`config.mk`:
```
export PLATFORM = sky130hd
export DESIGN_NAME = spi_frame_scheduler
export DESIGN_NICKNAME = d
export VERILOG_FILES = /design/src/rtl/spi_frame_pkg.sv /design/src/rtl/spi_cycle_timer.sv /design/src/rtl/spi_frame_scheduler.sv
export SDC_FILE = /design/constraint.sdc
export NUM_CORES = 1
export LEC_CHECK = 0
export ABC_AREA = 1
export BUFFER_PORTS_ARGS = -buffer_cell sky130_fd_sc_hd__buf_2
export CORE_MARGIN = 2
export CORE_UTILIZATION = 53
export CTS_CLUSTER_SIZE = 16
export DETAILED_ROUTE_END_ITERATION = 8
export PLACE_DENSITY = 0.76
export SLEW_MARGIN = 15
export SYNTH_ARGS = -nofsm -noshare
export SYNTH_HDL_FRONTEND = slang
export SYNTH_SLANG_ARGS = --single-unit
```
`constraint.sdc`:
```
create_clock -name clk -period 1.8 [get_ports clk]
set_input_delay 0.36 -clock clk [delete_from_list [all_inputs] [get_ports clk]]
set_output_delay 0.36 -clock clk [all_outputs]
set_load 0.005 [all_outputs]
```
`src/rtl/spi_frame_pkg.sv`:
```
// Shared definitions for the SPI frame link; the slave side imports the same
// byte-format helpers so both ends agree on how a 14-bit value is split.
package spi_frame_pkg;

    typedef enum logic [3:0] {
        IDLE,
        SETUP,
        SEND_HI,
        WAIT_HI,
        GAP,
        SEND_LO,
        WAIT_LO,
        HOLD,
        ABORT,
        RECOVER
    } sched_state_t;

    localparam int FRAME_BYTES = 2;

    function automatic logic [7:0] hi_byte(input logic [13:0] v);
        return {2'b00, v[13:8]};
    endfunction

    function automatic logic [7:0] lo_byte(input logic [13:0] v);
        return v[7:0];
    endfunction

    function automatic int max_int(input int a, input int b);
        return (a > b) ? a : b;
    endfunction

endpackage

```
`src/rtl/spi_cycle_timer.sv`:
```
// Loadable down-counter shared by every timed phase of the frame scheduler;
// expired is high once the count has run down to zero.
module spi_cycle_timer #(
    parameter int WIDTH = 11
) (
    input  logic             clk,
    input  logic             reset,
    input  logic             load,
    input  logic [WIDTH-1:0] load_val,
    output logic             expired
);

    logic [WIDTH-1:0] count;

    // NOTE: sequential state uses non-blocking assignments so every register
    // samples pre-edge values regardless of block evaluation order.
    always_ff @(posedge clk or negedge reset) begin
        if (!reset) begin
            count <= '0;
        end else if (load) begin
            count <= load_val;
        end else if (count != '0) begin
            count <= count - WIDTH'(1);
        end
    end

    assign expired = (count == '0);

endmodule

```
`src/rtl/spi_frame_scheduler.sv`:
```
// Frames the 14-bit counter value as two SPI bytes under slave select, with
// setup/gap/hold/recover timing, a byte timeout and a one-deep pending slot.
module spi_frame_scheduler
    import spi_frame_pkg::*;
#(
    parameter int SS_SETUP_CYC = 4,
    parameter int BYTE_GAP_CYC = 2,
    parameter int SS_HOLD_CYC  = 4,
    parameter int SS_HIGH_CYC  = 2,
    parameter int TIMEOUT_CYC  = 1024
) (
    input  logic        clk,
    input  logic        reset,
    input  logic        send_req,
    input  logic [13:0] counter,
    output logic        spi_start,
    output logic [7:0]  spi_tx_data,
    input  logic        spi_done,
    output logic        ss,
    output logic        busy,
    output logic        frame_done,
    output logic        timeout_err,
    output logic [7:0]  overrun_cnt
);

    localparam int MAX_CYC = max_int(max_int(max_int(SS_SETUP_CYC, BYTE_GAP_CYC),
                                             max_int(SS_HOLD_CYC, SS_HIGH_CYC)),
                                     TIMEOUT_CYC);
    localparam int TMR_W = $clog2(MAX_CYC + 1);

    // Timer is loaded with N-1 so the owning state lasts exactly N cycles.
    localparam logic [TMR_W-1:0] SETUP_LOAD   = TMR_W'(SS_SETUP_CYC - 1);
    localparam logic [TMR_W-1:0] GAP_LOAD     = TMR_W'((BYTE_GAP_CYC > 0) ? BYTE_GAP_CYC - 1 : 0);
    localparam logic [TMR_W-1:0] HOLD_LOAD    = TMR_W'(SS_HOLD_CYC - 1);
    localparam logic [TMR_W-1:0] HIGH_LOAD    = TMR_W'(SS_HIGH_CYC - 1);
    localparam logic [TMR_W-1:0] TIMEOUT_LOAD = TMR_W'(TIMEOUT_CYC - 1);
    localparam bit               GAP_EN       = (BYTE_GAP_CYC > 0);

    sched_state_t     state;
    sched_state_t     next_state;
    logic             tmr_load;
    logic [TMR_W-1:0] tmr_val;
    logic             tmr_expired;

    logic [13:0]      value_reg;
    logic [13:0]      pending_reg;
    logic             pending;
    logic             recover_exit;
    logic             ss_low_next;

    spi_cycle_timer #(
        .WIDTH (TMR_W)
    ) u_timer (
        .clk      (clk),
        .reset    (reset),
        .load     (tmr_load),
        .load_val (tmr_val),
        .expired  (tmr_expired)
    );

    assign recover_exit = (state == RECOVER) && tmr_expired;

    // NOTE: every always_comb output gets a default first so no path can
    // leave it unassigned and infer a latch.
    always_comb begin
        next_state = state;
        tmr_load   = 1'b0;
        tmr_val    = '0;
        case (state)
            IDLE: begin
                if (send_req) begin
                    next_state = SETUP;
                    tmr_load   = 1'b1;
                    tmr_val    = SETUP_LOAD;
                end
            end
            SETUP: begin
                if (tmr_expired) begin
                    next_state = SEND_HI;
                    tmr_load   = 1'b1;
                    tmr_val    = TIMEOUT_LOAD;
                end
            end
            SEND_HI: next_state = WAIT_HI;
            WAIT_HI: begin
                // A done on the final timeout cycle still completes the byte.
                if (spi_done) begin
                    tmr_load = 1'b1;
                    if (GAP_EN) begin
                        next_state = GAP;
                        tmr_val    = GAP_LOAD;
                    end else begin
                        next_state = SEND_LO;
                        tmr_val    = TIMEOUT_LOAD;
                    end
                end else if (tmr_expired) begin
                    next_state = ABORT;
                end
            end
            GAP: begin
                if (tmr_expired) begin
                    next_state = SEND_LO;
                    tmr_load   = 1'b1;
                    tmr_val    = TIMEOUT_LOAD;
                end
            end
            SEND_LO: next_state = WAIT_LO;
            WAIT_LO: begin
                if (spi_done) begin
                    next_state = HOLD;
                    tmr_load   = 1'b1;
                    tmr_val    = HOLD_LOAD;
                end else if (tmr_expired) begin
                    next_state = ABORT;
                end
            end
            HOLD: begin
                if (tmr_expired) begin
                    next_state = RECOVER;
                    tmr_load   = 1'b1;
                    tmr_val    = HIGH_LOAD;
                end
            end
            ABORT: begin
                next_state = RECOVER;
                tmr_load   = 1'b1;
                tmr_val    = HIGH_LOAD;
            end
            RECOVER: begin
                if (tmr_expired) begin
                    if (pending || send_req) begin
                        next_state = SETUP;
                        tmr_load   = 1'b1;
                        tmr_val    = SETUP_LOAD;
                    end else begin
                        next_state = IDLE;
                    end
                end
            end
            default: next_state = IDLE;
        endcase
    end

    always_comb begin
        ss_low_next = 1'b0;
        case (next_state)
            SETUP, SEND_HI, WAIT_HI, GAP, SEND_LO, WAIT_LO, HOLD: ss_low_next = 1'b1;
            default: ss_low_next = 1'b0;
        endcase
    end

    always_ff @(posedge clk or negedge reset) begin
        if (!reset) begin
            state       <= IDLE;
            ss          <= 1'b1;
            spi_start   <= 1'b0;
            spi_tx_data <= 8'h00;
            busy        <= 1'b0;
            frame_done  <= 1'b0;
            timeout_err <= 1'b0;
        end else begin
            state       <= next_state;
            ss          <= !ss_low_next;
            spi_start   <= (next_state == SEND_HI) || (next_state == SEND_LO);
            busy        <= (next_state != IDLE);
            frame_done  <= (state == HOLD) && (next_state == RECOVER);
            timeout_err <= (next_state == ABORT);
            if (next_state == SEND_HI) begin
                spi_tx_data <= hi_byte(value_reg);
            end else if (next_state == SEND_LO) begin
                spi_tx_data <= lo_byte(value_reg);
            end
        end
    end

    always_ff @(posedge clk or negedge reset) begin
        if (!reset) begin
            value_reg   <= '0;
            pending_reg <= '0;
            pending     <= 1'b0;
            overrun_cnt <= 8'h00;
        end else if (state == IDLE) begin
            if (send_req) begin
                value_reg <= counter;
            end
        end else if (recover_exit) begin
            // A request arriving as the slot drains refills it without overrun.
            if (pending) begin
                value_reg <= pending_reg;
                pending   <= send_req;
                if (send_req) begin
                    pending_reg <= counter;
                end
            end else if (send_req) begin
                value_reg <= counter;
            end
        end else if (send_req) begin
            pending_reg <= counter;
            pending     <= 1'b1;
            if (pending && (overrun_cnt != 8'hFF)) begin
                overrun_cnt <= overrun_cnt + 8'd1;
            end
        end
    end

endmodule
```
==> reports/qor.txt, run 1 <==
Run status: completed
Largest cells by area after synthesis: dfrtp_1 (47%), nand2_1 (11%), o211ai_1 (4.8%)
Clock Power Share: 19.4%
Final count of hold timing violations: 0
Largest net degree at the start of global routing: 42
Total of endpoints with negative setup slack in the final report: 0
Fill cells: 549
Synthesis-stage register bit count: 65
Clock insertion delay at the later pin of the skew report: 340 ps
Number of distinct library cells after synthesis: 35
Total count of max-transition violations in the final report: 0
Max_slew headroom: 65.95%
Setup Crit Path Kind: flop to flop
Worst path required time: 2030 ps
Post-route minimum period: 1681 ps
Met3 track demand over resource: 4.916%
Achievable Freq: 595.1 MHz
Area share of the largest cell type after synthesis: 46.85%
Total DRC errors in the routed layout: 0
Buf/Inv on CP: 2
Pwr/cell area: 1634 nW/um^2
Endpoint kind of the worst setup timing path: flop
PnR Total Power: 6.707 mW
Leftover overflow at the end of global routing: 0
Register area share after synthesis: 47.62%
Yosys synthesis warning count: 0
Maximum buffer depth of the clock tree: 2
Ports placed on the boundary: 39
Reg-to-reg setup timing slack: 120 ps
Cells after Synth: 404
Sequential share of power: 35.7%
Met2 track utilization from global routing: 37.30%
Post-synth net total: 424
Drt via density: 5.302
Detailed Route WL: 7451 microns
Total die area: 7108 sq um
Start point of the critical path: u_timer.count[2]
Static Leakage: 2.122 nW
Initial Utilization: 54.45%
Number of DRC violations after detailed-routing iteration 0: 194
Prevailing post-synth register cell: dfrtp_1
Worst min-delay path category: primary input to async pin
Setup Skew: 6.562 ps
CTS Root Buffer Type: clkbuf_8
Max capacitance violation total: 0
Die Wd: 84.31 microns
Share of synthesized registers carrying an async set or reset: 100.0%
Pint: 3.983 mW
Comb power frac: 44.9%
Setup Total Neg Slack: 0 ps
Most area-hungry cell type in the Yosys netlist: dfrtp_1
Fraction of final layout cells with drive strength greater than 1: 25.74%
Final weighted congestion of routability-driven global placement: 0.8890
Num CTS Buffers: 9
Global-route wire length before repair: 12770 microns
Floorplan core area: 6277 sq um
Count of input and output buffers: 38
Count of flip-flops with a built-in enable after synthesis: 0
Number of sinks driven by the clock tree: 65
Post-detailed-route count of antenna-violating nets: 0
Pin slew with the least headroom to its limit: 510.8 ps
Syn-to-layout area delta: 20.06%
Final #Nets: 485
Data arrival time of the critical path: 1910 ps
Largest delay contributor family on the critical path: simple AND/OR/NAND/NOR gates
Cell with the biggest individual delay on the critical path: dfrtp_1
Max reg flops: 15
Drt wl/cell: 13.62 microns
Highest ir drop seen on vdd: 820.1 uV
Number of levels the H-tree was split into: 3
Post-detail-place hpwl: 5196 microns
RR Startpoint: u_timer.count[2]
Diode insertion count for antenna repair: 0
Fraction of the cycle the final worst path needs: 93.36%
Gr usage total: 22.29%
Switch share: 40.61%
TritonCTS clock tree: yes
Synthesized cell area: 3418 sq um
Maximum fanout along the worst path: 8
Count of standard-cell rows: 29
Vias: 2900
Cell-by-cell trace of the critical path: nor2_2 > nand2_4 > nor2_8 > nand2_4 > inv_4 > nand2_4 > nand2_8 > nand2_4 > buf_4 > nand3_1 > nand2_1
Detailed Routing Iterations Pass 1: 4
CP dominant cell by count: nand2_4
Y dimension of the die: 84.31 microns
Syn_area_per_cell: 8.461 sq um
Reg clk slew, reported paths: 70 ps
Hold bufs inserted after CTS: 0
Startpoint class of the critical path: flop
GRT Max-Usage Layer: met2
Switching pwr: 2.724 mW
CP peak stage delay: 420 ps
Met1 GRT Util: 29.27%
Number of global-route vias before repair: 2783
Initial antenna violation count: 0
==> worst paths after layout <==
kind                                      to  cells after the start
max in group asynchronous    pending_reg[12]                      2
min in group clk              pending_reg[8]                      3
min                        u_timer.count[10]                      2
max reg2reg                   pending_reg[7]                     11
min reg2reg                  pending_reg[10]                      2
max                           pending_reg[7]                     11
==> cell type report <==
type	instances	area [sq um]	share of cell area (%)
Clock buffer	14	172.7	4.207
Clock inverter	2	35.03	0.8537
Inverter	45	173.9	4.238
Multi-Input combinational cell	281	1590	38.75
Sequential cell	65	1629	39.70
Tap cell	77	96.34	2.348
Timing Repair Buffer	63	406.6	9.909
==> layer usage <==
layer / share of wire, % / vias to the layer above
met5: 0 / -
met4: 1.6 / 0
met3: 3.7 / 15
met1: 45 / 1376
met2: 50 / 53
li1: - / 1456
==> kinds of logic (layout without fill, tap and decap cells) <==
group	Yosys count	after routing	share of synthesized area (%)
AOI/OAI and AO/OA	80	80	13.98
xor gates and xnor gates	14	14	3.587
adders and majority gates	2	2	0.7319
buffers and inverters	58	124	7.540
DFF	65	65	47.62
and+or+nand+nor	185	185	26.54
==> Yosys cell counts, types with 2 or more instances <==
| library cell | instances |
|---|---|
| nand2_4 | 6 |
| nand2_2 | 7 |
| o21ai_1 | 8 |
| nor2_1 | 22 |
| nand3_2 | 2 |
| inv_2 | 2 |
| nor3_1 | 4 |
| nor3_2 | 2 |
| o21ai_0 | 31 |
| nand3b_1 | 4 |
| clkbuf_1 | 4 |
| dfrtp_1 | 64 |
| o211ai_1 | 22 |
| inv_1 | 42 |
| o21ai_2 | 5 |
| nand3_1 | 28 |
| nand4_1 | 5 |
| nand2_1 | 97 |
| nor2_2 | 4 |
| a21oi_1 | 12 |
| xnor2_1 | 6 |
| buf_4 | 2 |
| buf_6 | 2 |
| buf_2 | 4 |
| ha_1 | 2 |
| xor2_1 | 8 |
==> timing repair <==
item / 4_1_cts / 5_1_grt
pin swaps: 0 / 7
cloned: 0 / 0
gates resized for setup: 3 / 19
endpoints found under the setup margin: 19 / 53
setup buffers: 0 / 5
==> power by group through the flow <==
stage | registers [mW] | clock network (mW) | logic (mW)
global placement | 2.39 | 0 | 2.70
finish | 2.40 | 1.30 | 3.01
CTS | 2.38 | 1.33 | 2.83
global route | 2.45 | 1.39 | 3.39
detailed placement | 2.40 | 0 | 2.79
floorplan | 2.33 | 0 | 2.10
==> cell usage in the layout, fill, tap and decap left out, drive strengths merged <==
master	n
xnor2	6
clkinv	1
nand3b	4
dfrtp	64
nor3	7
nand4	5
buf	63
nand2	111
o211ai	22
o31ai	1
a31oi	1
nand3	30
dfstp	1
o21ai	44
a21oi	12
inv	45
clkbuf	14
ha	2
bufinv	1
nor2	27
xor2	8
and3	1
==> worst register-to-register path: cells and delay by family (launching register included) <==
kind | cells | cell delay [ps]
AND/OR/NAND/NOR | 9 | 890
flip-flops | 1 | 420
buffers and inverters | 2 | 260
==> stage by stage <==
stage | worst slack, ps | util (%) | hold slack, ps | instances | cell area [sq um]
3_3_place_gp | 16.15 | 60.22 | 392.3 | 526 | 3780
4_1_cts | 16.34 | 63.80 | 22.85 | 542 | 4005
5_1_grt | -8.526 | 65.38 | 47.68 | 547 | 4104
2_1_floorplan | 79.69 | - | 64.41 | 404 | 3418
6_report | 119.5 | 65.38 | 18.66 | 547 | 4104
3_5_place_dp | -49.20 | 60.22 | 384.5 | 526 | 3780
Power figures use the tool's default switching activity.
==> run 2: changes to the inputs <==
--- a/config.mk
+++ b/config.mk
@@ -15,4 +15,5 @@
 export SLEW_MARGIN = 15
 export SYNTH_ARGS = -nofsm -noshare
 export SYNTH_HDL_FRONTEND = slang
+export SYNTH_HIERARCHICAL = 1
 export SYNTH_SLANG_ARGS = --single-unit
==> reports/qor.txt, run 2 <==
Run status: finished, violations left
Failing checks: hold timing, setup timing
Worst path required time: 2060 ps (+30 ps)
Clock Power Share: 15.7% (-3.7 points)
Reg clk slew, reported paths: 80 ps (about the same)
Top-count cell post-synth: nand2_1
Number of cells after detailed placement: 587 (+12%)
Num CTS Buffers: 9 (unchanged)
Final weighted congestion of routability-driven global placement: 0.8796 (-1.1%)
Clock insertion delay at the later pin of the skew report: 350 ps (about the same)
Global-route wire length before repair: 15370 microns (+20%)
Area share of the largest cell type after synthesis: 45.55% (-1.3 points)
Share of synthesized registers carrying an async set or reset: 100.0% (unchanged)
Post-route minimum period: 2185 ps (+504.9 ps)
Syn_area_per_cell: 8.027 sq um (-5.1%)
Cells after Synth: 438 (+8.4%)
Wire length on met3: 357 microns (+29%)
Total of endpoints with negative setup slack in the final report: 59 (+59)
Static Leakage: 2.472 nW (+17%)
Floorplan core area: 6386 sq um (+1.7%)
Total DRC errors in the routed layout: 0 (unchanged)
CP dominant cell by count: nor2_4
Leading post-synthesis cells by instance count: nand2_1 (123), dfrtp_1 (64), nand3_1 (50)
Drt wl/cell: 15.09 microns (+11%)
Largest cells by area after synthesis: dfrtp_1 (46%), nand2_1 (13%), nand3_1 (7.1%)
Achievable Freq: 457.6 MHz (-23%)
Prevailing post-synth register cell: dfrtp_1
Post-detail-place hpwl: 5712 microns (+9.9%)
Drt via density: 5.464 (+3.1%)
Detailed Route WL: 9293 microns (+25%)
Pwr/cell area: 1689 nW/um^2 (+3.3%)
Synthesized cell area: 3516 sq um (+2.9%)
Synthesis-stage register bit count: 65 (unchanged)
Sequential share of power: 29.8% (-5.9 points)
Ports placed on the boundary: 39 (unchanged)
Count of standard-cell rows: 29 (unchanged)
Number of DRC violations after detailed-routing iteration 0: 252 (+30%)
Comb power frac: 54.5% (+9.6 points)
Final cell utilization of the core: 73.80% (+8.4 points)
Final worst setup slack: -385.4 ps (-504.9 ps)
CTS Root Buffer Type: clkbuf_8
Count of input and output buffers: 38 (unchanged)
Number of levels the H-tree was split into: 3 (unchanged)
Startpoint class of the critical path: flop
Data arrival time of the critical path: 2440 ps (+530 ps)
CP peak stage delay: 380 ps (-40 ps)
Die Wd: 85.45 microns (+1.3%)
Switch share: 42.50% (+1.9 points)
Gr usage total: 26.73% (+4.4 points)
Max reg flops: 15 (unchanged)
Largest delay contributor family on the critical path: buffers and inverters
Setup Crit Path Kind: flop to flop
Commonest non-fill, non-tap cell in the layout: nand2_1
Number of sinks driven by the clock tree: 65 (unchanged)
Cell-by-cell trace of the critical path: inv_2 > ha_4 > inv_2 > nor2_4 > nand3_2 > nor4_4 > buf_6 > inv_4 > nor2_4 > a21oi_2 > nand3_1 > or2_4 > buf_4 > buf_2 > buf_4 > nor2_4 > nor2_2
Final standard cell count with taps included and fillers excluded: 616 (+13%)
Yosys synthesis warning count: 6 (+6)
Fill cells: 447 (-19%)
Initial Utilization: 55.05% (+0.60 points)
Final count of hold timing violations: 4 (+4)
Final #Nets: 554 (+14%)
Worst hold margin: -3.106 ps (-21.76 ps)
Endpoint kind of the worst setup timing path: flop
Vias: 3366 (+16%)
Total count of max-transition violations in the final report: 0 (unchanged)
Largest net degree at the start of global routing: 66 (+57%)
Commonest non-fill, non-tap cells in the layout: nand2_1 (115), dfrtp_1 (64), buf_4 (50)
Worst min-delay path category: primary input to async pin
RSZ-0062 raised after global routing: true
Register area share after synthesis: 46.30% (-1.3 points)
Switching pwr: 3.383 mW (+24%)
Worst slack after detailed placement: -374.1 ps (-324.9 ps)
Maximum buffer depth of the clock tree: 2 (unchanged)
Hold bufs inserted after CTS: 0 (unchanged)
Post-synth net total: 458 (+8.0%)
Buf/Inv on CP: 7 (+5)
Post-detailed-route count of antenna-violating nets: 0 (unchanged)
Initial antenna violation count: 0 (unchanged)
Syn-to-layout area delta: 34.06%
Wire length on met1: 3976 microns (+19%)
Number of distinct library cells after synthesis: 37 (+5.7%)
Top layer used by detailed routing: met4
Detailed Routing Iterations Pass 1: 5 (+1)
Number of global-route vias before repair: 3297 (+18%)
Setup Skew: 9.369 ps (+2.807 ps)
Fraction of final layout cells with drive strength greater than 1: 35.06% (+9.3 points)
Most area-hungry cell type in the Yosys netlist: dfrtp_1
Count of flip-flops with a built-in enable after synthesis: 0 (unchanged)
Maximum fanout along the worst path: 5 (-3)
Max capacitance violation total: 0 (unchanged)
Cell with the biggest individual delay on the critical path: dfrtp_1
Leftover overflow at the end of global routing: 0 (unchanged)
Total die area: 7301 sq um (+2.7%)
WL met2: 4730 microns (+28%)
Fraction of the cycle the final worst path needs: 121.4% (+28 points)
Y dimension of the die: 85.45 microns (+1.3%)
Highest ir drop seen on vdd: 974.7 uV (+19%)
TritonCTS clock tree: yes
Diode insertion count for antenna repair: 0 (unchanged)
Pint: 4.576 mW (+15%)
## run 2: metrics by stage
stage	instance area, sq um	TNS, ps	total power, mW
4_1_cts	4592	-8555	7.563
6_report	4713	-11060	7.959
5_1_grt	4713	-19190	8.515
2_1_floorplan	3577	-5280	4.558
3_3_place_gp	4165	-6345	5.722
3_5_place_dp	4165	-10240	5.848
## run 2: repair_timing
item | in CTS | in global routing
cloned | 4 | 1
setup endpoints to repair | 59 | 63
pin swaps | 6 | 14
gates resized for setup | 30 | 25
setup buffers | 5 | 4
## run 2: layout make-up
class                   instances  area [sq um]  share of cell area (%)
well taps                      77         96.34                   2.044
repair buffers                 98         714.4                   15.16
multi-input cells             313          1891                   40.11
clock buffers                  11         131.4                   2.787
inverters                      47         188.9                   4.008
clock inverters                 5         63.81                   1.354
flip-flops and latches         65          1628                   34.54
## run 2: cell families after synthesis
group	Yosys count	share of synthesized area (%)
and+or+nand+nor	234	31.46
buffers and inverters	63	7.793
adders and majority gates	2	0.7116
DFF	65	46.30
AOI/OAI and AO/OA	67	12.14
xor gates and xnor gates	6	1.495
other	1	0.1067
## run 2: worst paths after layout
kind	depth (start not counted)	to	startpoint	slack [ps]
hold reg to reg	2	pending_reg[7]	pending_reg[7]	480
setup / recovery	17	u_timer/count[7]	u_timer/count[0]	-390
max in group asynchronous	2	ss	reset	1450
min in group clk	3	pending_reg[6]	counter[6]	250
setup reg to reg	17	u_timer/count[7]	u_timer/count[0]	-390
hold / removal	2	spi_tx_data[7]	reset	-3
## run 2: power groups by stage
| stage | combinational [mW] | clock [mW] | sequential [mW] |
|---|---|---|---|
| global route | 4.76 | 1.33 | 2.43 |
| floorplan | 2.23 | 0 | 2.33 |
| detailed placement | 3.48 | 0 | 2.37 |
| global placement | 3.38 | 0 | 2.34 |
| CTS | 3.96 | 1.25 | 2.35 |
| finish | 4.34 | 1.25 | 2.37 |
## run 2: metal layers
layer	GRT usage (%)	up-vias
met4	11.40	0
met2	44.60	98
li1	-	1643
met5	0	-
met3	3.891	20
met1	34.86	1605
